--- config.mk ---
export PLATFORM = sky130hd
export DESIGN_NAME = nixie_capture
export DESIGN_NICKNAME = d
export VERILOG_FILES = /design/src/rtl/nixie_capture.sv
export SDC_FILE = /design/constraint.sdc
export NUM_CORES = 1
export LEC_CHECK = 0
export CORE_MARGIN = 5
export CORE_UTILIZATION = 45
export CTS_BUF_LIST = sky130_fd_sc_hd__clkbuf_4
export DETAILED_ROUTE_END_ITERATION = 8
export MAX_ROUTING_LAYER = met4
export PLACE_DENSITY_LB_ADDON = 0.15
export SLEW_MARGIN = 20
export SYNTH_ARGS = -nofsm -noshare
export SYNTH_HDL_FRONTEND = slang
export SYNTH_SLANG_ARGS = --single-unit
export TNS_END_PERCENT = 5
--- constraint.sdc ---
create_clock -name sys_clk -period 4.91 [get_ports sys_clk]
set_input_delay 0.491 -clock sys_clk [delete_from_list [all_inputs] [get_ports sys_clk]]
set_output_delay 0.491 -clock sys_clk [all_outputs]
set_load 0.02 [all_outputs]
--- src/rtl/nixie_capture.sv ---
// nixie_capture -- recovers the digits shown on a multiplexed 8-digit
// 7-segment display by watching its digit enables and segment bus.
//
// Each one-hot digit enable must hold, with an unchanged segment pattern,
// for STABLE_CYC synchronised cycles before that digit is decoded into a
// shadow frame. Once all eight digits have been seen, the shadow frame is
// published on data/masks with a one-cycle frame_valid pulse.
//
// Optional feature: define NIXIE_CAPTURE_DP_EN to capture the decimal
// point of every digit into dp_mask. When it is undefined, no dp storage
// exists and dp_mask is tied to 0.
//
// Parameters:
//   STABLE_CYC   cycles a digit must be stable before capture (>= 2)
//   TIMEOUT_CYC  cycles without a capture before scan_lost asserts
// Ports:
//   sys_clk      clock, all state on rising edge
//   sys_rst      asynchronous active-high reset
//   dig_en[7:0]  digit enables, bit7..0 = h_qw..l_gw
//   smg[7:0]     segments, bit0..6 = a..g, bit7 = dp
//   data[31:0]   last frame, nibble i = digit i (0..9, E glyph error, F blank)
//   blank_mask   digit i was blank in the last frame
//   glyph_err    digit i showed an unknown pattern in the last frame
//   dp_mask      dp lit on digit i in the last frame
//   frame_valid  one-cycle pulse when data/masks update
//   overlap_err  sticky, multi-hot enables were seen
//   scan_lost    no capture for TIMEOUT_CYC cycles

// Per-digit shadow slot: decodes the segment pattern on a write strobe.
// seg_i: segments a..g; wr_i: capture strobe for this digit.
// nib_o/blank_o/glyph_o: decoded value held until the next write.
module nixie_slot (
  input  logic       clk_i,
  input  logic       rst_i,
  input  logic       wr_i,
  input  logic [6:0] seg_i,
  output logic [3:0] nib_o,
  output logic       blank_o,
  output logic       glyph_o
);
  logic [3:0] nib_d, nib_q;
  logic       blank_d, blank_q;
  logic       glyph_d, glyph_q;

  always_comb begin
    nib_d   = 4'hE;
    blank_d = 1'b0;
    glyph_d = 1'b0;
    case (seg_i)
      7'h3F: nib_d = 4'd0;
      7'h06: nib_d = 4'd1;
      7'h5B: nib_d = 4'd2;
      7'h4F: nib_d = 4'd3;
      7'h66: nib_d = 4'd4;
      7'h6D: nib_d = 4'd5;
      7'h7D: nib_d = 4'd6;
      7'h07: nib_d = 4'd7;
      7'h7F: nib_d = 4'd8;
      7'h6F: nib_d = 4'd9;
      7'h00: begin nib_d = 4'hF; blank_d = 1'b1; end
      default: begin nib_d = 4'hE; glyph_d = 1'b1; end
    endcase
  end

  always_ff @(posedge clk_i or posedge rst_i) begin
    if (rst_i) begin
      nib_q   <= 4'hF;
      blank_q <= 1'b1;
      glyph_q <= 1'b0;
    end else if (wr_i) begin
      nib_q   <= nib_d;
      blank_q <= blank_d;
      glyph_q <= glyph_d;
    end
  end

  assign nib_o   = nib_q;
  assign blank_o = blank_q;
  assign glyph_o = glyph_q;
endmodule

module nixie_capture #(
  parameter int STABLE_CYC  = 16,
  parameter int TIMEOUT_CYC = 1048576
) (
  input  logic        sys_clk,
  input  logic        sys_rst,
  input  logic [7:0]  dig_en,
  input  logic [7:0]  smg,
  output logic [31:0] data,
  output logic [7:0]  blank_mask,
  output logic [7:0]  glyph_err,
  output logic [7:0]  dp_mask,
  output logic        frame_valid,
  output logic        overlap_err,
  output logic        scan_lost
);
  localparam int NUM_DIG = 8;
  localparam int CW = $clog2(STABLE_CYC + 1);
  localparam int TW = $clog2(TIMEOUT_CYC + 1);

  typedef enum logic [1:0] {IDLE, SETTLE, HOLD} state_t;

  // 2-flop synchronisers, stage [1] is the one the logic uses
  logic [1:0][NUM_DIG-1:0] en_sync_q;
  logic [1:0][7:0]         smg_sync_q;

  always_ff @(posedge sys_clk or posedge sys_rst) begin
    if (sys_rst) begin
      en_sync_q  <= '0;
      smg_sync_q <= '0;
    end else begin
      en_sync_q  <= {en_sync_q[0], dig_en};
      smg_sync_q <= {smg_sync_q[0], smg};
    end
  end

  logic [NUM_DIG-1:0] en_s;
  logic [7:0]         smg_s;
  assign en_s  = en_sync_q[1];
  assign smg_s = smg_sync_q[1];

  state_t             state_q;
  logic [CW-1:0]      cnt_q;
  logic [NUM_DIG-1:0] lat_en_q;
  logic [7:0]         lat_smg_q;
  logic               overlap_q;

  logic en_zero, en_1h, en_multi, chg, cap;

  always_comb begin
    en_zero  = (en_s == '0);
    en_1h    = !en_zero && ((en_s & (en_s - 8'd1)) == '0);
    en_multi = !en_zero && !en_1h;
    chg      = (en_s != lat_en_q) || (smg_s != lat_smg_q);
    // capture on the cycle the counter would reach STABLE_CYC
    cap      = (state_q == SETTLE) && en_1h && !chg &&
               (cnt_q == CW'(STABLE_CYC - 1));
  end

  always_ff @(posedge sys_clk or posedge sys_rst) begin
    if (sys_rst) begin
      state_q   <= IDLE;
      cnt_q     <= '0;
      lat_en_q  <= '0;
      lat_smg_q <= '0;
      overlap_q <= 1'b0;
    end else if (en_multi) begin
      overlap_q <= 1'b1;
      state_q   <= IDLE;
      cnt_q     <= '0;
    end else begin
      case (state_q)
        IDLE: begin
          if (en_1h) begin
            state_q   <= SETTLE;
            cnt_q     <= CW'(1);
            lat_en_q  <= en_s;
            lat_smg_q <= smg_s;
          end
        end
        SETTLE: begin
          if (en_zero) begin
            state_q <= IDLE;
            cnt_q   <= '0;
          end else if (chg) begin
            cnt_q     <= CW'(1);
            lat_en_q  <= en_s;
            lat_smg_q <= smg_s;
          end else begin
            cnt_q <= cnt_q + CW'(1);
            if (cap) state_q <= HOLD;
          end
        end
        HOLD: begin
          // wait for the enable to move on so a digit is taken only once
          if (en_s != lat_en_q) begin
            state_q <= IDLE;
            cnt_q   <= '0;
          end
        end
        default: begin
          state_q <= IDLE;
          cnt_q   <= '0;
        end
      endcase
    end
  end

  // shadow frame
  logic [NUM_DIG-1:0][3:0] sh_nib;
  logic [NUM_DIG-1:0]      sh_blank, sh_glyph, slot_wr;

  assign slot_wr = cap ? lat_en_q : '0;

  for (genvar i = 0; i < NUM_DIG; i++) begin : g_slot
    nixie_slot u_slot (
      .clk_i   (sys_clk),
      .rst_i   (sys_rst),
      .wr_i    (slot_wr[i]),
      .seg_i   (lat_smg_q[6:0]),
      .nib_o   (sh_nib[i]),
      .blank_o (sh_blank[i]),
      .glyph_o (sh_glyph[i])
    );
  end

  // frame publish and seen tracking
  logic [NUM_DIG-1:0] seen_d, seen_q;
  logic               frame_done;
  logic [31:0]        data_q;
  logic [7:0]         blank_q, glyph_q;
  logic               fv_q;

  assign frame_done = (seen_q == '1);

  always_comb begin
    seen_d = seen_q;
    if (frame_done) seen_d = '0;
    // a capture coinciding with the publish belongs to the new frame
    if (cap) seen_d = seen_d | lat_en_q;
  end

  always_ff @(posedge sys_clk or posedge sys_rst) begin
    if (sys_rst) begin
      seen_q  <= '0;
      data_q  <= 32'hFFFF_FFFF;
      blank_q <= 8'hFF;
      glyph_q <= 8'h00;
      fv_q    <= 1'b0;
    end else begin
      seen_q <= seen_d;
      fv_q   <= frame_done;
      if (frame_done) begin
        data_q  <= sh_nib;
        blank_q <= sh_blank;
        glyph_q <= sh_glyph;
      end
    end
  end

`ifdef NIXIE_CAPTURE_DP_EN
  logic [NUM_DIG-1:0] dp_sh_q, dp_q;

  always_ff @(posedge sys_clk or posedge sys_rst) begin
    if (sys_rst) begin
      dp_sh_q <= '0;
      dp_q    <= '0;
    end else begin
      if (cap) dp_sh_q <= (dp_sh_q & ~lat_en_q) | (lat_smg_q[7] ? lat_en_q : '0);
      if (frame_done) dp_q <= dp_sh_q;
    end
  end

  assign dp_mask = dp_q;
`else
  assign dp_mask = '0;
`endif

  // scan-loss timeout, saturating
  logic [TW-1:0] to_cnt_d, to_cnt_q;

  always_comb begin
    to_cnt_d = to_cnt_q;
    if (cap) to_cnt_d = '0;
    else if (to_cnt_q != TW'(TIMEOUT_CYC)) to_cnt_d = to_cnt_q + TW'(1);
  end

  always_ff @(posedge sys_clk or posedge sys_rst) begin
    if (sys_rst) to_cnt_q <= '0;
    else         to_cnt_q <= to_cnt_d;
  end

  assign data        = data_q;
  assign blank_mask  = blank_q;
  assign glyph_err   = glyph_q;
  assign frame_valid = fv_q;
  assign overlap_err = overlap_q;
  assign scan_lost   = (to_cnt_q == TW'(TIMEOUT_CYC));
endmodule

# Yosys cells after proc, flatten, opt, wreduce, memory -nomap -nowiden
# Index checks and enable logic that the tools add are counted.
[totals]
reg_bits = 182
latch_bits = 0
ramBits = 0
rom_bits = 0
inputBits = 18
out_inout_bits = 59
word_cells = 118
n_memories = 0
[op_classes]
addsub = 3
mul = 0
div = 0
magnitude_cmp = 0
n_eq_ne = 25
shift = 0
n_mux = 29
bitwise_logic = 3
n_reduce_logical = 19
[op_table]
columns = ["operator", "count"]
rows = [
  ["$mux 8", 9],
  ["$eq 7x7->1 const B", 7],
  ["$pmux 4 s11", 1],
  ["$mux 21", 2],
  ["$pmux 8 s2", 2],
  ["$mux 5", 5],
  ["$add 21x1->21 const B", 1],
  ["$eq 21x21->1 const B", 1],
  ["$ne 21x21->1 const B", 1],
  ["$logic_not 8->1", 2],
  ["$ne 8x8->1", 2],
  ["$pmux 5 s3", 1],
  ["$eq 7x3->1 const B", 2],
  ["$mux 2", 6],
  ["$reduce_or 11->1", 1],
  ["$and 8x8->8", 1],
  ["$eq 8x8->1 const B", 1],
  ["$ne 4x4->1 const B", 2],
  ["$or 8x8->8", 1],
  ["$sub 8x1->8 const B", 1],
  ["$eq 7x6->1 const B", 1],
  ["$logic_not 7->1", 1],
  ["$ne 2x2->1 const B", 3],
  ["$ne 3x3->1 const B", 2],
  ["other kinds (15)", 23],
]

# Depth between registers and ports, before layout
# Gate-level depths: netlist of run 1.
[depth]
ltp_word = 12
ltp_mapped = 8
ltp_nobuf = 7

# Modules after synthesis
# From an unflattened synthesis of run 1, not the netlist that was laid out.
[hier_totals]
cells_unflattened = 941
hier_area_um2 = 9364.0
[modules_own_cells]
columns = ["mod", "n_inst", "cells_per_inst", "area_each_um2", "seq_area_each_um2"]
rows = [
  ["nixie_capture", 1, 501, 5512.8, 3403.3],
  ["nixie_slot (g_slot[0].u_slot ...)", 5, 55, 488.0, 156.4],
  ["nixie_slot (g_slot[5].u_slot ...)", 3, 55, 470.5, 156.4],
]

# Least setup slack after synthesis of run 1
# OpenSTA, ideal clock, no wires.
[synth_path]
path_type = "reg2reg"
start = "register en_sync_q (netlist bit en_s[1])"
end = "register lat_en_q[0]"
setup_time_ps = 125
t_arrival_ps = 2429
required_time_ps = 4785
path_slack_ps = 2356
stages_incl_launch_ff = 7
path_buffers = 1
period_less_slack_ps = 2554
cell_sequence = "dfrtp_1 or4_4 a2111oi_4 o31ai_2 a211oi_4 buf_6 mux2_2"
[synth_via]
elab_chain_cells = 8
elab_cells_between_ends = 15
cone_classes = "1 x add/sub; 4 x eq/ne; 2 x bitwise; 8 x reduce/logical"
[synth_rtl]
columns = ["item", "line_no", "rtl"]
rows = [
  ["start: declaration", "105", "logic [1:0][NUM_DIG-1:0] en_sync_q;"],
  ["start signal: assignment", "113", "en_sync_q <= {en_sync_q[0], dig_en};"],
  ["$sub 8x1->8", "133", "en_1h = !en_zero && ((en_s & (en_s - 8'd1)) == '0);"],
  ["$and 8x8->8", "133", ""],
  ["$logic_not 8->1", "133", ""],
  ["$logic_and 1x1->1", "133", ""],
  ["$logic_not 1->1", "134", "en_multi = !en_zero && !en_1h;"],
  ["$logic_and 1x1->1", "134", ""],
  ["$not 1->1 (no source line)", "-", ""],
  ["$reduce_and 5->1 (no source line) *", "-", ""],
  ["end signal: assignment", "158", "lat_en_q <= en_s;"],
  ["end signal: assignment", "168", "lat_en_q <= en_s;"],
  ["end: declaration", "125", "logic [NUM_DIG-1:0] lat_en_q;"],
]
# Every way passes the cells marked *; elsewhere a longest branch is shown, timed or not.
# A chain may end at the register's enable or synchronous reset.

# Worst setup path after layout of run 1
[layout_path]
start = "register to_cnt_q[0]"
end = "output port scan_lost"
[layout_via]
elab_chain_cells = 1
[layout_rtl]
columns = ["item", "line_no", "rtl"]
rows = [
  ["start: declaration", "261", "logic [TW-1:0] to_cnt_d, to_cnt_q;"],
  ["start signal: assignment", "271", "else to_cnt_q <= to_cnt_d;"],
  ["$eq 21x21->1", "279", "assign scan_lost = (to_cnt_q == TW'(TIMEOUT_CYC));"],
  ["end: declaration", "96", "output logic scan_lost"],
]
# Every way passes these cells.

==> flow_summary.json, run 1 <==
{
  "die_span_in_y_um": 140,
  "timing_max_transition_violations_final": 0,
  "vias_in_the_first_global_route": 4807,
  "clock_power_share": 0.340,
  "design.die.area_um2": 19700,
  "top_fanout_value_on_the_critical_path": 4,
  "cp_slowest_cell": "sky130_fd_sc_hd__clkdlybuf4s50_1",
  "cts_max_level": 4,
  "hold-path-endpoint": "en_sync_q[6]$_DFF_PP0_",
  "fraction_of_power_consumed_by_sequential_logic": 0.577,
  "grt_antenna_before_repair": 1,
  "cts_setup_buffers": 0,
  "chipWidth_um": 140,
  "startpoint_of_the_lowest_slack_register_to_register_path": "en_s[1]$_DFF_PP0_",
  "synth.top_cells.by_area": "sky130_fd_sc_hd__dfrtp_1 33%, sky130_fd_sc_hd__dfstp_2 27%, sky130_fd_sc_hd__mux2i_1 5.6%",
  "synth_largest_type_area_fraction": 0.334,
  "p_switching_uw": 717,
  "drt_first_pass_iters": 5,
  "timing.critical_path.max_delay_family": "buffers and inverters",
  "maximum_number_of_pins_on_one_net_before_global_route_repair": 98,
  "wirelength_um": 14600,
  "cp_num_buf_inv": 2,
  "destination_of_the_worst_register_to_register_timing_path": "lat_smg_q[7]$_DFFE_PP0P_",
  "initial_core_util": 0.460,
  "critical_path.startpoint_type": "register",
  "cts_tree": "built",
  "hold_viol": 0,
  "grt_usage": 0.163,
  "post-route-drc-count": 0,
  "number_of_flops_mapped_to_enable_cells_by_yosys": 0,
  "coreArea_um2": 16600,
  "share_of_layout_cells_above_drive_strength_1": 0.235,
  "hold_removal_path_class": "primary input to register",
  "path_cells": "inv_1, ha_1, nor4b_1, nand3_1, nor2_1, clkdlybuf4s50_1",
  "synth_async_sr_flop_share": 1.00,
  "dp.final_hpwl_um": 10100,
  "cts.clk_slew.worst_paths_ns": 0.16,
  "post_cts.resized_instances": 0,
  "floorplan.rows": 47,
  "run_status": "complete, no violations",
  "tightestPinTransition_ns": 0.984,
  "final_nets": 708,
  "rsz_0062_raised_after_global_routing": "false",
  "layout.cell_area.non_filler_um2": 8860,
  "path_depth": 6,
  "syn_to_layout_area_delta_pct": 15.8,
  "dp_slack_ns": 1.93,
  "finClkSkew_ns": 0.0276,
  "global_route_wire_length_before_repair_um": 24900,
  "dr_total_vias": 4622,
  "p_int_uw": 2130,
  "cts-root-buf": "sky130_fd_sc_hd__clkbuf_4",
  "timing.setup.tns_ns": 0,
  "post_cts_hold_buffer_count": 0,
  "worst_hold_startpoint": "dig_en[6]",
  "average_vias_per_placed_instance": 5.02,
  "max_slew_margin": 0.338,
  "max_freq_ghz": 0.325,
  "detail_route.iter0.violations": 248,
  "post-route-worst-setup-slack_ns": 1.84,
  "tritoncts_num_sinks": 182,
  "setup.worst_path.class": "register to primary output",
  "boundaryPins": 77,
  "post-route-period-util": 0.626,
  "ys_warn_count": 0,
  "numPortBuffers": 68,
  "yosys.cell_types.count": 56,
  "hold_slack_ns": 0.345,
  "synthDominantAreaCellType": "sky130_fd_sc_hd__dfrtp_1",
  "route.antenna.remaining_nets": 0,
  "detail_route.wl_per_cell_um": 15.9,
  "arrival_ns": 2.58,
  "slack_of_the_worst_reg_to_reg_path_ns": 1.92,
  "seq_area_frac_synth": 0.609,
  "critPathCaptureType": "primary output",
  "place.gp.congestion": 0.828,
  "leakagePower_uw": 0.00364,
  "synthesis.instances": 620,
  "synth_area_um2": 7650,
  "ys_seq_elements": 182,
  "setup_viol_count_final": 0,
  "postSynth.topFlopCell": "sky130_fd_sc_hd__dfrtp_1",
  "max-clock-path-buffers": 2,
  "clk-insertion-delay-late_ns": 0.56,
  "timing.critical_path.slowest_cell_delay_ns": 0.66,
  "required_ns": 4.42,
  "rr_worst_depth": 5,
  "power.combinational.fraction": 0.083,
  "cellPowerDensity_nw_per_um2": 321,
  "worst_ir_drop_vdd_mv": 0.208,
  "p_sw_frac": 0.252,
  "syn_area_cell_um2": 12.3,
  "total_cts_buffers": 17,
  "grt_remaining_overflow": 0,
  "placed_area_um2": 8510,
  "hold-path-cell-count": 1,
  "drv_cap": 0,
  "period_minus_slack_ns": 3.07
}
-- area by class of cell --
| cell class | instances | area (µm²) |
|---|---|---|
| fill | 1429 | 7780 |
| antenna | 1 | 2.50 |
| clock buffer | 19 | 143 |
| multi-input combinational | 363 | 2660 |
| timing repair buffer | 73 | 731 |
| sequential | 182 | 4650 |
| tap | 220 | 275 |
| inverter | 49 | 188 |
| clock inverter | 13 | 201 |
-- how the worst max path moves through the flow --
stage / from / end / slack, ns
floorplan: sys_rst / cnt_q[0]$_DFFE_PP0P_ / 2.15
global placement: en_s[2]$_DFF_PP0_ / g_slot[4].u_slot.blank_o$_DFFE_PP1P_ / 2.00
detailed placement: en_s[1]$_DFF_PP0_ / lat_en_q[1]$_DFFE_PP0P_ / 1.93
CTS: to_cnt_q[0]$_DFFE_PP0P_ / scan_lost / 1.74
global route: to_cnt_q[0]$_DFFE_PP0P_ / scan_lost / 1.65
finish: to_cnt_q[0]$_DFFE_PP0P_ / scan_lost / 1.84
-- power groups by stage --
| stage | combinational [µW] | sequential, µW | clock (µW) |
|---|---|---|---|
| finish | 236 | 1640 | 967 |
| CTS | 243 | 1640 | 996 |
| global route | 263 | 1660 | 1070 |
| detailed placement | 241 | 1670 | 0 |
| floorplan | 219 | 1610 | 0 |
| global placement | 234 | 1670 | 0 |
-- worst reg2reg max path: stages, from the launching register on --
cell	delay, ns
sky130_fd_sc_hd__dfrtp_1	0.44
sky130_fd_sc_hd__or4_4	0.60
sky130_fd_sc_hd__a2111oi_4	0.42
sky130_fd_sc_hd__o31ai_2	0.22
sky130_fd_sc_hd__a211oi_4	0.79
sky130_fd_sc_hd__mux2_2	0.42
-- logic make-up (layout without fill, tap and decap cells) --
family          count (synthesis)  in the layout  share of synthesized area
compound gates                 73             73                     0.0636
simple gates                  172            172                      0.134
mux                            67             67                     0.0955
other cells                     1              9                   0.000490
buf+inv                        82            154                     0.0466
xor+xnor                       38             38                     0.0435
fa+ha+maj                       5              5                    0.00785
flops                         182            182                      0.609
-- placed cells by master, fill, tap and decap left out, types with 3 or more instances in the layout --
master / Yosys / final
sky130_fd_sc_hd__nor2_1: 27 / 27
sky130_fd_sc_hd__dfrtp_1: 102 / 102
sky130_fd_sc_hd__nor4_2: 4 / 4
sky130_fd_sc_hd__ha_1: 4 / 4
sky130_fd_sc_hd__mux2_1: 5 / 5
sky130_fd_sc_hd__or3_1: 3 / 3
sky130_fd_sc_hd__nor2b_1: 3 / 3
sky130_fd_sc_hd__inv_1: 48 / 47
sky130_fd_sc_hd__mux2i_1: 43 / 43
sky130_fd_sc_hd__clkbuf_4: 0 / 19
sky130_fd_sc_hd__o21ai_0: 42 / 42
sky130_fd_sc_hd__clkinvlp_4: 0 / 3
sky130_fd_sc_hd__nor4b_1: 3 / 3
sky130_fd_sc_hd__and4_1: 7 / 7
sky130_fd_sc_hd__a21oi_1: 5 / 5
sky130_fd_sc_hd__bufinv_16: 0 / 5
sky130_fd_sc_hd__dfstp_2: 80 / 80
sky130_fd_sc_hd__nand2_1: 74 / 74
sky130_fd_sc_hd__mux2_2: 11 / 11
sky130_fd_sc_hd__conb_1: 1 / 8
sky130_fd_sc_hd__clkinv_1: 1 / 3
sky130_fd_sc_hd__nand4_1: 7 / 7
sky130_fd_sc_hd__xnor2_1: 7 / 7
sky130_fd_sc_hd__nor3_1: 3 / 3
sky130_fd_sc_hd__clkdlybuf4s50_1: 0 / 68
sky130_fd_sc_hd__and3_1: 4 / 4
sky130_fd_sc_hd__nor4b_4: 8 / 8
sky130_fd_sc_hd__a21o_2: 8 / 8
sky130_fd_sc_hd__nor4_1: 7 / 7
sky130_fd_sc_hd__buf_4: 9 / 4
sky130_fd_sc_hd__xor2_1: 31 / 31
sky130_fd_sc_hd__a22o_1: 3 / 3
sky130_fd_sc_hd__nand3_1: 12 / 12
sky130_fd_sc_hd__mux2_4: 8 / 8
-- layer usage --
layer	global-route usage	vias to the layer above	routed length (µm)	part of all wire
li1	-	2218	-	-
met1	0.218	2317	6980	0.48
met2	0.248	80	7030	0.48
met3	0.0385	7	490	0.034
met4	0.0505	0	108	0.0074
met5	-	-	0	0
-- synthesized netlist by cell type, drive strengths merged (4+ instances only) --
| library cell | number |
|---|---|
| nand3 | 12 |
| a21o | 8 |
| buf | 17 |
| nor4 | 11 |
| xor2 | 31 |
| dfrtp | 102 |
| xnor2 | 7 |
| dfstp | 80 |
| ha | 4 |
| a21oi | 5 |
| mux2 | 24 |
| nor3 | 4 |
| nand4 | 7 |
| o21ai | 44 |
| inv | 48 |
| clkbuf | 16 |
| nor2 | 27 |
| nand2 | 74 |
| and3 | 4 |
| mux2i | 43 |
| nor4b | 11 |
| and4 | 7 |
-- per-stage QoR --
step	total power [µW]	utilization	std cells
CTS	2880	0.532	919
global route	2990	0.532	920
global placement	1900	0.511	887
finish	2840	0.532	920
floorplan	1830	-	627
detailed placement	1910	0.511	887
(Power assumes the default switching activity.)
==> run 2: changes to the inputs <==
==> constraint.sdc (replaced) <==
create_clock -name sys_clk -period 3.15 [get_ports sys_clk]
set_input_delay 0.315 -clock sys_clk [delete_from_list [all_inputs] [get_ports sys_clk]]
set_output_delay 0.315 -clock sys_clk [all_outputs]
set_load 0.02 [all_outputs]
==> flow_summary.json, run 2 (same netlist as run 1, synthesis figures left out) <==
{
  "top_fanout_value_on_the_critical_path": 4,
  "tritoncts_num_sinks": 182,
  "initial_core_util": 0.460,
  "wirelength_um": 14500,
  "postLayoutCoreUtil": 0.533,
  "hold_removal_path_class": "primary input to asynchronous set/reset pin",
  "final_nets": 724,
  "drv_cap": 0,
  "cts-root-buf": "sky130_fd_sc_hd__clkbuf_4",
  "max_slew_margin": 0.333,
  "vias_in_the_first_global_route": 4790,
  "floorplan.rows": 47,
  "finClkSkew_ns": 0.0238,
  "worst_ir_drop_vdd_mv": 0.320,
  "grt_usage": 0.158,
  "run_status": "complete, no violations",
  "place.gp.congestion": 0.814,
  "setup.worst_path.class": "register to primary output",
  "tightestPinTransition_ns": 1.00,
  "cts_max_level": 4,
  "die_span_in_y_um": 140,
  "post_cts.resized_instances": 0,
  "path_cells": "inv_1, ha_1, nor4b_1, nand3_1, nor2_1, clkdlybuf4s50_1",
  "cts_tree": "built",
  "global_route_wire_length_before_repair_um": 24400,
  "mostFrequentLayoutCell": "sky130_fd_sc_hd__dfrtp_1",
  "post-route-drc-count": 0,
  "clk-insertion-delay-late_ns": 0.56,
  "maximum_number_of_pins_on_one_net_before_global_route_repair": 92,
  "cp_num_buf_inv": 2,
  "layout_common_cells": "102 x sky130_fd_sc_hd__dfrtp_1, 80 x sky130_fd_sc_hd__dfstp_2, 74 x sky130_fd_sc_hd__nand2_1",
  "boundaryPins": 77,
  "detail_route.iter0.violations": 255,
  "total_cts_buffers": 17,
  "detail_route.wl_per_cell_um": 15.4,
  "route.antenna.remaining_nets": 0,
  "timing.critical_path.max_delay_family": "buffers and inverters",
  "cellPowerDensity_nw_per_um2": 455,
  "leakagePower_uw": 0.00368,
  "coreArea_um2": 16600,
  "dp.final_hpwl_um": 10000,
  "cts_setup_buffers": 0,
  "timing_max_transition_violations_final": 0,
  "drt_first_pass_iters": 4,
  "critPathCaptureType": "primary output",
  "hold_viol": 0,
  "critical_path.startpoint_type": "register",
  "setup_viol_count_final": 0,
  "numPortBuffers": 68,
  "share_of_layout_cells_above_drive_strength_1": 0.250,
  "syn_to_layout_area_delta_pct": 16.0,
  "timing.setup.tns_ns": 0,
  "cts.clk_slew.worst_paths_ns": 0.14,
  "arrival_ns": 2.58,
  "cp_slowest_cell": "sky130_fd_sc_hd__clkdlybuf4s50_1",
  "post_cts_hold_buffer_count": 0,
  "rsz_0062_raised_after_global_routing": "false",
  "dr_total_vias": 4651,
  "grt_antenna_before_repair": 1,
  "max-clock-path-buffers": 2,
  "design.die.area_um2": 19700,
  "grt_remaining_overflow": 0,
  "max_freq_ghz": 0.346,
  "timing.critical_path.slowest_cell_delay_ns": 0.67,
  "chipWidth_um": 140,
  "period_minus_slack_ns": 2.89,
  "required_ns": 2.83,
  "average_vias_per_placed_instance": 4.97,
  "post-route-period-util": 0.919
}
[run 2: cell count changes in the layout (fill, tap and decap cells not counted), moves of 2 or more]
cell	delta
sky130_fd_sc_hd__buf_4	+15
sky130_fd_sc_hd__bufinv_16	-5
sky130_fd_sc_hd__clkinv_4	+4
sky130_fd_sc_hd__clkinv_2	+2
sky130_fd_sc_hd__clkinvlp_4	-2
[run 2: metrics by stage]
step           hold slack (ns)  setup WS, ns  cells  power, µW  instance area, µm²
3_5_place_dp             0.335         0.479    903       2980                8640
4_1_cts                  0.128         0.176    935       4090                8870
3_3_place_gp             0.332         0.541    903       2950                8640
2_1_floorplan            0.331         0.564    627       2850                7680
6_report                 0.180         0.256    936       4040                8870
5_1_grt                  0.113        0.0713    936       4260                8870
[run 2: final cells by class]
type,count,area (µm²)
fill,1417,7770
sequential,182,4650
multi-input combinational,363,2660
timing repair buffer,89,863
tap,220,275
inverter,49,188
clock buffer,19,143
clock inverter,13,82.6
antenna,1,2.50
[run 2: metal layers]
| layer | up-vias | routed length (µm) | GRT usage |
|---|---|---|---|
| met2 | 91 | 6850 | 0.236 |
| met5 | - | 0 | - |
| met3 | 15 | 601 | 0.0358 |
| met1 | 2298 | 6830 | 0.216 |
| met4 | 0 | 178 | 0.0505 |
| li1 | 2247 | - | - |
[run 2: final timing paths]
kind                                                              end  cells after the start               startpoint  slack, ns
worst max-delay path                                        scan_lost                      6  to_cnt_q[0]$_DFFE_PP0P_       0.26
worst min-delay path                         glyph_err[6]$_DFFE_PP0P_                      2                  sys_rst       0.18
worst max register to register  g_slot[4].u_slot.nib_o[1]$_DFFE_PP1P_                      7        en_s[2]$_DFF_PP0_       0.49
worst min register to register                      en_s[2]$_DFF_PP0_                      0   en_sync_q[2]$_DFF_PP0_       0.36
max in group asynchronous                      en_sync_q[2]$_DFF_PP0_                      3                  sys_rst       2.12
min in group sys_clk                          smg_sync_q[5]$_DFF_PP0_                      1                   smg[5]       0.19
[run 2: power breakdown]
part	total (µW)	internal [µW]	leakage, µW	switching [µW]
clock	1100	326	0.000134	776
combinational	380	174	0.00142	206
sequential	2560	2430	0.00213	130
[run 2: worst reg2reg max path, delay by kind of cell, from the launching register on]
| family | cells | cell delay [ns] |
|---|---|---|
| AND/OR/NAND/NOR | 2 | 0.86 |
| flip-flops | 1 | 0.46 |
| adder cells (fa/ha/maj) | 1 | 0.37 |
| AO/OA/AOI/OAI | 1 | 0.24 |
| multiplexers | 1 | 0.21 |
| buffers and inverters | 2 | 0.47 |
